`src/rtl/wishbone_bus_if_pkg.sv`:
```
// ==========================================================================
// wishbone_bus_if_pkg: shared bus width, default timeout and state encoding
// Revision: 1.0
// ==========================================================================
`default_nettype none

package wishbone_bus_if_pkg;

  localparam int REG_BUS_W          = 32;
  localparam int WB_TIMEOUT_DEFAULT = 255;

  typedef enum logic [1:0] {
    ST_IDLE       = 2'd0,
    ST_BUSY       = 2'd1,
    ST_WAIT_STALL = 2'd2
  } wb_state_t;

endpackage

`default_nettype wire

```
`src/rtl/wishbone_bus_if.sv`:
```
// ==========================================================================
// wishbone_bus_if: core load/store port to Wishbone B4 classic master bridge
// Revision: 1.0
// ==========================================================================
`default_nettype none

module wishbone_bus_if
  import wishbone_bus_if_pkg::*;
#(
  parameter int unsigned TIMEOUT = WB_TIMEOUT_DEFAULT
) (
  input  logic                 clk,
  input  logic                 rst,
  input  logic                 stall_i,
  input  logic                 flush_i,
  input  logic                 cpu_ce_i,
  input  logic                 cpu_we_i,
  input  logic [REG_BUS_W-1:0] cpu_addr_i,
  input  logic [3:0]           cpu_sel_i,
  input  logic [REG_BUS_W-1:0] cpu_data_i,
  output logic [REG_BUS_W-1:0] cpu_data_o,
  output logic                 stallreq_o,
  output logic                 err_o,
  output logic                 wb_cyc_o,
  output logic                 wb_stb_o,
  output logic                 wb_we_o,
  output logic [REG_BUS_W-1:0] wb_adr_o,
  output logic [3:0]           wb_sel_o,
  output logic [REG_BUS_W-1:0] wb_dat_o,
  input  logic [REG_BUS_W-1:0] wb_dat_i,
  input  logic                 wb_ack_i
);

  localparam logic [7:0] TMO_LAST = 8'(TIMEOUT - 1);

  wb_state_t            state;
  wb_state_t            state_nxt;
  logic [7:0]           tmo_cnt;
  logic [REG_BUS_W-1:0] rd_buf;
  logic                 req_go;
  logic                 tmo_hit;

  assign req_go  = cpu_ce_i && !flush_i;
  assign tmo_hit = (tmo_cnt == TMO_LAST);

  always_ff @(posedge clk or posedge rst) begin
    if (rst) state <= ST_IDLE;
    else     state <= state_nxt;
  end

  always_comb begin
    state_nxt  = state;
    stallreq_o = 1'b0;
    cpu_data_o = '0;
    case (state)
      ST_IDLE: begin
        stallreq_o = req_go;
        if (req_go) state_nxt = ST_BUSY;
      end
      ST_BUSY: begin
        if (flush_i) begin
          state_nxt = ST_IDLE;
        end else if (wb_ack_i) begin
          // Load data is forwarded in the ack cycle so the core loses no cycle.
          cpu_data_o = wb_we_o ? '0 : wb_dat_i;
          state_nxt  = stall_i ? ST_WAIT_STALL : ST_IDLE;
        end else if (tmo_hit) begin
          state_nxt = stall_i ? ST_WAIT_STALL : ST_IDLE;
        end else begin
          stallreq_o = 1'b1;
        end
      end
      ST_WAIT_STALL: begin
        cpu_data_o = rd_buf;
        if (!stall_i || flush_i) state_nxt = ST_IDLE;
      end
      default: state_nxt = ST_IDLE;
    endcase
  end

  always_ff @(posedge clk or posedge rst) begin
    if (rst) begin
      wb_cyc_o <= 1'b0;
      wb_stb_o <= 1'b0;
      wb_we_o  <= 1'b0;
      wb_adr_o <= '0;
      wb_sel_o <= '0;
      wb_dat_o <= '0;
      rd_buf   <= '0;
      tmo_cnt  <= '0;
      err_o    <= 1'b0;
    end else begin
      err_o <= 1'b0;
      case (state)
        ST_IDLE: begin
          if (req_go) begin
            wb_cyc_o <= 1'b1;
            wb_stb_o <= 1'b1;
            wb_we_o  <= cpu_we_i;
            wb_adr_o <= cpu_addr_i;
            wb_sel_o <= cpu_sel_i;
            wb_dat_o <= cpu_data_i;
            tmo_cnt  <= '0;
          end
        end
        ST_BUSY: begin
          if (flush_i) begin
            wb_cyc_o <= 1'b0;
            wb_stb_o <= 1'b0;
          end else if (wb_ack_i) begin
            wb_cyc_o <= 1'b0;
            wb_stb_o <= 1'b0;
            wb_we_o  <= 1'b0;
            rd_buf   <= wb_we_o ? '0 : wb_dat_i;
          end else if (tmo_hit) begin
            wb_cyc_o <= 1'b0;
            wb_stb_o <= 1'b0;
            err_o    <= 1'b1;
            rd_buf   <= '0;
          end else begin
            tmo_cnt <= tmo_cnt + 8'd1;
          end
        end
        default: ;
      endcase
    end
  end

endmodule

`default_nettype wire

```
`config.mk`:
```
export PLATFORM = sky130hd
export DESIGN_NAME = wishbone_bus_if
export DESIGN_NICKNAME = d
export VERILOG_FILES = /design/src/rtl/wishbone_bus_if_pkg.sv /design/src/rtl/wishbone_bus_if.sv
export SDC_FILE = /design/constraint.sdc
export NUM_CORES = 1
export LEC_CHECK = 0
export ABC_AREA = 1
export CAP_MARGIN = 20
export CORE_UTILIZATION = 43
export CTS_CLUSTER_DIAMETER = 150
export DETAILED_ROUTE_END_ITERATION = 7
export PLACE_DENSITY = 0.81
export SYNTH_ARGS = -nofsm -noshare
export SYNTH_HDL_FRONTEND = slang
export SYNTH_SLANG_ARGS = --single-unit
export TNS_END_PERCENT = 1
```
`constraint.sdc`:
```
create_clock -name clk -period 4.67 [get_ports clk]
set_input_delay 0.934 -clock clk [delete_from_list [all_inputs] [get_ports clk]]
set_output_delay 0.934 -clock clk [all_outputs]
set_load 0.005 [all_outputs]
```
==> run summary <==
DIE AREA - 12000 um2
YS warnings - 0
vias in the first global route - 4109
# nets final - 803
I/O Pins - 212
first-pass GRT wire length - 20400 um
via count - 4202
Worst setup EP type - primary output
Max Freq - 261 MHz
Synth top area share - 56.7%
area share of and/or/nand/nor cells after synthesis - 17.3%
all-layer global routing usage - 22.7%
P_leak - 0.00341 uW
H-tree lvl count - 4
Worst R2R Start - state[1]$_DFFE_PP0P_
CP Data Required Time - 3.74 ns
hold_sp - rd_buf[16]$_DFFE_PP0P_
final setup TNS - 0 ns
Data arrival, critical path - 2.90 ns
GRT Residual Overflow - 0
Worst Skew - 0.00692 ns
CTS tree - yes
hpwl dp - 9420 um
Rows - 38
Hold Fails Final Rpt - 0
hold path depth - 2
DRT Pass-1 Iters - 4
max_cap viols - 0
total chip power - 4530 uW
largest net degree at the start of global routing - 76
Synth Area per Inst - 10.4 um2
chip width - 110 um
mux contribution to synthesized area - 16.0%
worst flop-to-flop path endpoint - rd_buf[26]$_DFFE_PP0P_
RSZ-0062 raised after global routing - false
crit path time final - 3.83 ns
outcome - finished clean
gp weighted congestion - 0.829
worst skew pair latency - 0.40 ns
DRT Wirelength - 13400 um
endpoints failing setup - 0
Hold WC Path Type - flip-flop to flip-flop
Most common cell on crit path - clkdlybuf4s50_1
clk slew on worst S/H paths - 0.04 ns
Critical Path Slowest Stage Cell - clkdlybuf4s50_1
drt wl/cell - 16.0 um
WS Path Type - input pin to primary output
Yosys reg bits - 113
CTS root buffer - clkbuf_16
type of origin of the critical path - input pin
hold buffer count at cts - 0
Post-CTS Setup Bufs - 0
Core Footprint - 11100 um2
chip height - 110 um
largest family of logic cells by synthesized area - simple AND/OR/NAND/NOR gates
mapped cell area - 4990 um2
worst slew pin tran - 1.02 ns
Post-Synth XOR/XNOR Area - 0%
Final Cycle Share - 82.0%
post-synthesis compound-gate area fraction - 4.29%
Ant. Diodes - 0
antenna violations before repair - 0
FF-to-FF setup slack - 2.26 ns
Syn Inst Count - 479
Routed Antenna Nets - 0
Cell Chain, Critical Path - clkdlybuf4s50_1 > inv_1 > nor2_2 > buf_4 > nand3_1 > a21oi_1 > clkdlybuf4s50_1
CTS sink cnt - 113
initial drt markers - 259
Vias/cell - 5.03
Adder-Cell Fraction of Synth Area - 1.50%
# DRC - 0
largest cells by area after synthesis - dfrtp_1 (57%), mux2_2 (13%), nand2_1 (11%)
post-synth top area cell - dfrtp_1
Final Max Tran Viols - 0
worst hold endpoint - rd_buf[16]$_DFFE_PP0P_
starting density of the core - 45.1%
Area growth syn-to-layout - 53.3%
Seq/Total Area, Yosys - 56.7%
relative slew slack - 31.7%
post-cts gate resize count - 0
layout cells sized above 1 - 15.1%
Distinct cells, synth - 22
Power Dens Cells - 592 nW/um2
worst r2r path cells - 8
Peak VDD IR - 0.423 mV
crit-path max FO - 32
slowest cell delay on critical path - 0.56 ns
Syn Nets - 592
TritonCTS Buffers - 17
Port Buffers - 211
CTS max path bufs - 2
stage by stage:
stage	setup slack (ns)	instance area, um2	cells	hold WS (ns)	util [%]
finish	0.839	7650	836	0.469	69.1
floorplan	0.749	4990	479	0.442	-
CTS	0.829	7650	836	0.471	69.1
detailed placement	0.843	7180	811	0.459	64.9
global route	0.633	7650	836	0.490	69.1
global placement	0.928	7180	811	0.453	64.9
flip-flops by register name, summed over array words and instances, names as in the netlist:
| signal | count |
|---|---|
| wb_adr_o | 32 |
| err_o | 1 |
| wb_sel_o | 4 |
| wb_stb_o | 1 |
| state | 2 |
| tmo_cnt | 8 |
| wb_dat_o | 32 |
| rd_buf | 32 |
| wb_we_o | 1 |
per-layer routing:
layer	GRT usage, %	routed length (um)	vias to the layer above	share of wire (%)
met2	39.8	6960	162	52
met3	8.30	1000	16	7.5
li1	-	-	1999	-
met4	7.14	199	0	1.5
met5	0	0	-	0
met1	25.7	5200	2025	39
layout by cell type (no fill, tap or decap), drive strengths merged, types with 3 or more instances in the layout:
master | netlist | final
o21ai | 7 | 7
nand3 | 44 | 44
nor2 | 14 | 14
clkinv | 0 | 3
inv | 17 | 17
nand2 | 147 | 147
mux2 | 68 | 68
buf | 17 | 6
clkdlybuf4s50 | 0 | 211
ha | 6 | 6
clkbuf | 8 | 22
dfrtp | 113 | 113
a21oi | 35 | 35
worst max-delay path, delay by kind of cell:
family,cells,cell delay [ns]
compound gates,1,0.18
buf+inv,4,1.50
simple gates,2,0.25
cells by family after synthesis:
| kind of cell | Yosys count |
|---|---|
| flops | 113 |
| simple gates | 208 |
| buf+inv | 42 |
| mux | 68 |
| compound gates | 42 |
| fa+ha+maj | 6 |
cells in the mapped netlist (all sizes together):
| library cell | n |
|---|---|
| nand2 | 147 |
| dfrtp | 113 |
| mux2 | 68 |
| nand3 | 44 |
| a21oi | 35 |
| buf | 17 |
| inv | 17 |
| nor2 | 14 |
| clkbuf | 8 |
| o21ai | 7 |
| ha | 6 |
| nand4 | 1 |
| nor3 | 1 |
| nor4 | 1 |
worst max-delay path by stage:
stage                         start              end  slack (ns)  cells after the start
2_1_floorplan                   rst  err_o$_DFF_PP0_        0.75                      1
3_3_place_gp               wb_ack_i    cpu_data_o[4]        0.93                      7
3_5_place_dp               wb_ack_i   cpu_data_o[16]        0.84                      7
4_1_cts                    wb_ack_i    cpu_data_o[8]        0.83                      7
5_1_grt        state[1]$_DFFE_PP0P_    cpu_data_o[8]        0.63                      8
6_report                   wb_ack_i   cpu_data_o[16]        0.84                      7
area by class of cell:
| class | instances | area (um2) |
|---|---|---|
| clock inverters | 3 | 15.0 |
| repair buffers | 217 | 2160 |
| fillers | 821 | 3420 |
| well taps | 140 | 175 |
| flip-flops and latches | 113 | 2830 |
| inverters | 17 | 66.3 |
| clock buffers | 22 | 454 |
| multi-input cells | 324 | 1960 |
power by group:
part	switching, uW	internal (uW)	total (uW)
registers	246	1430	1680
logic	730	1070	1800
clock network	386	663	1050
total	1360	3170	4530
(Power assumes the default switching activity.)
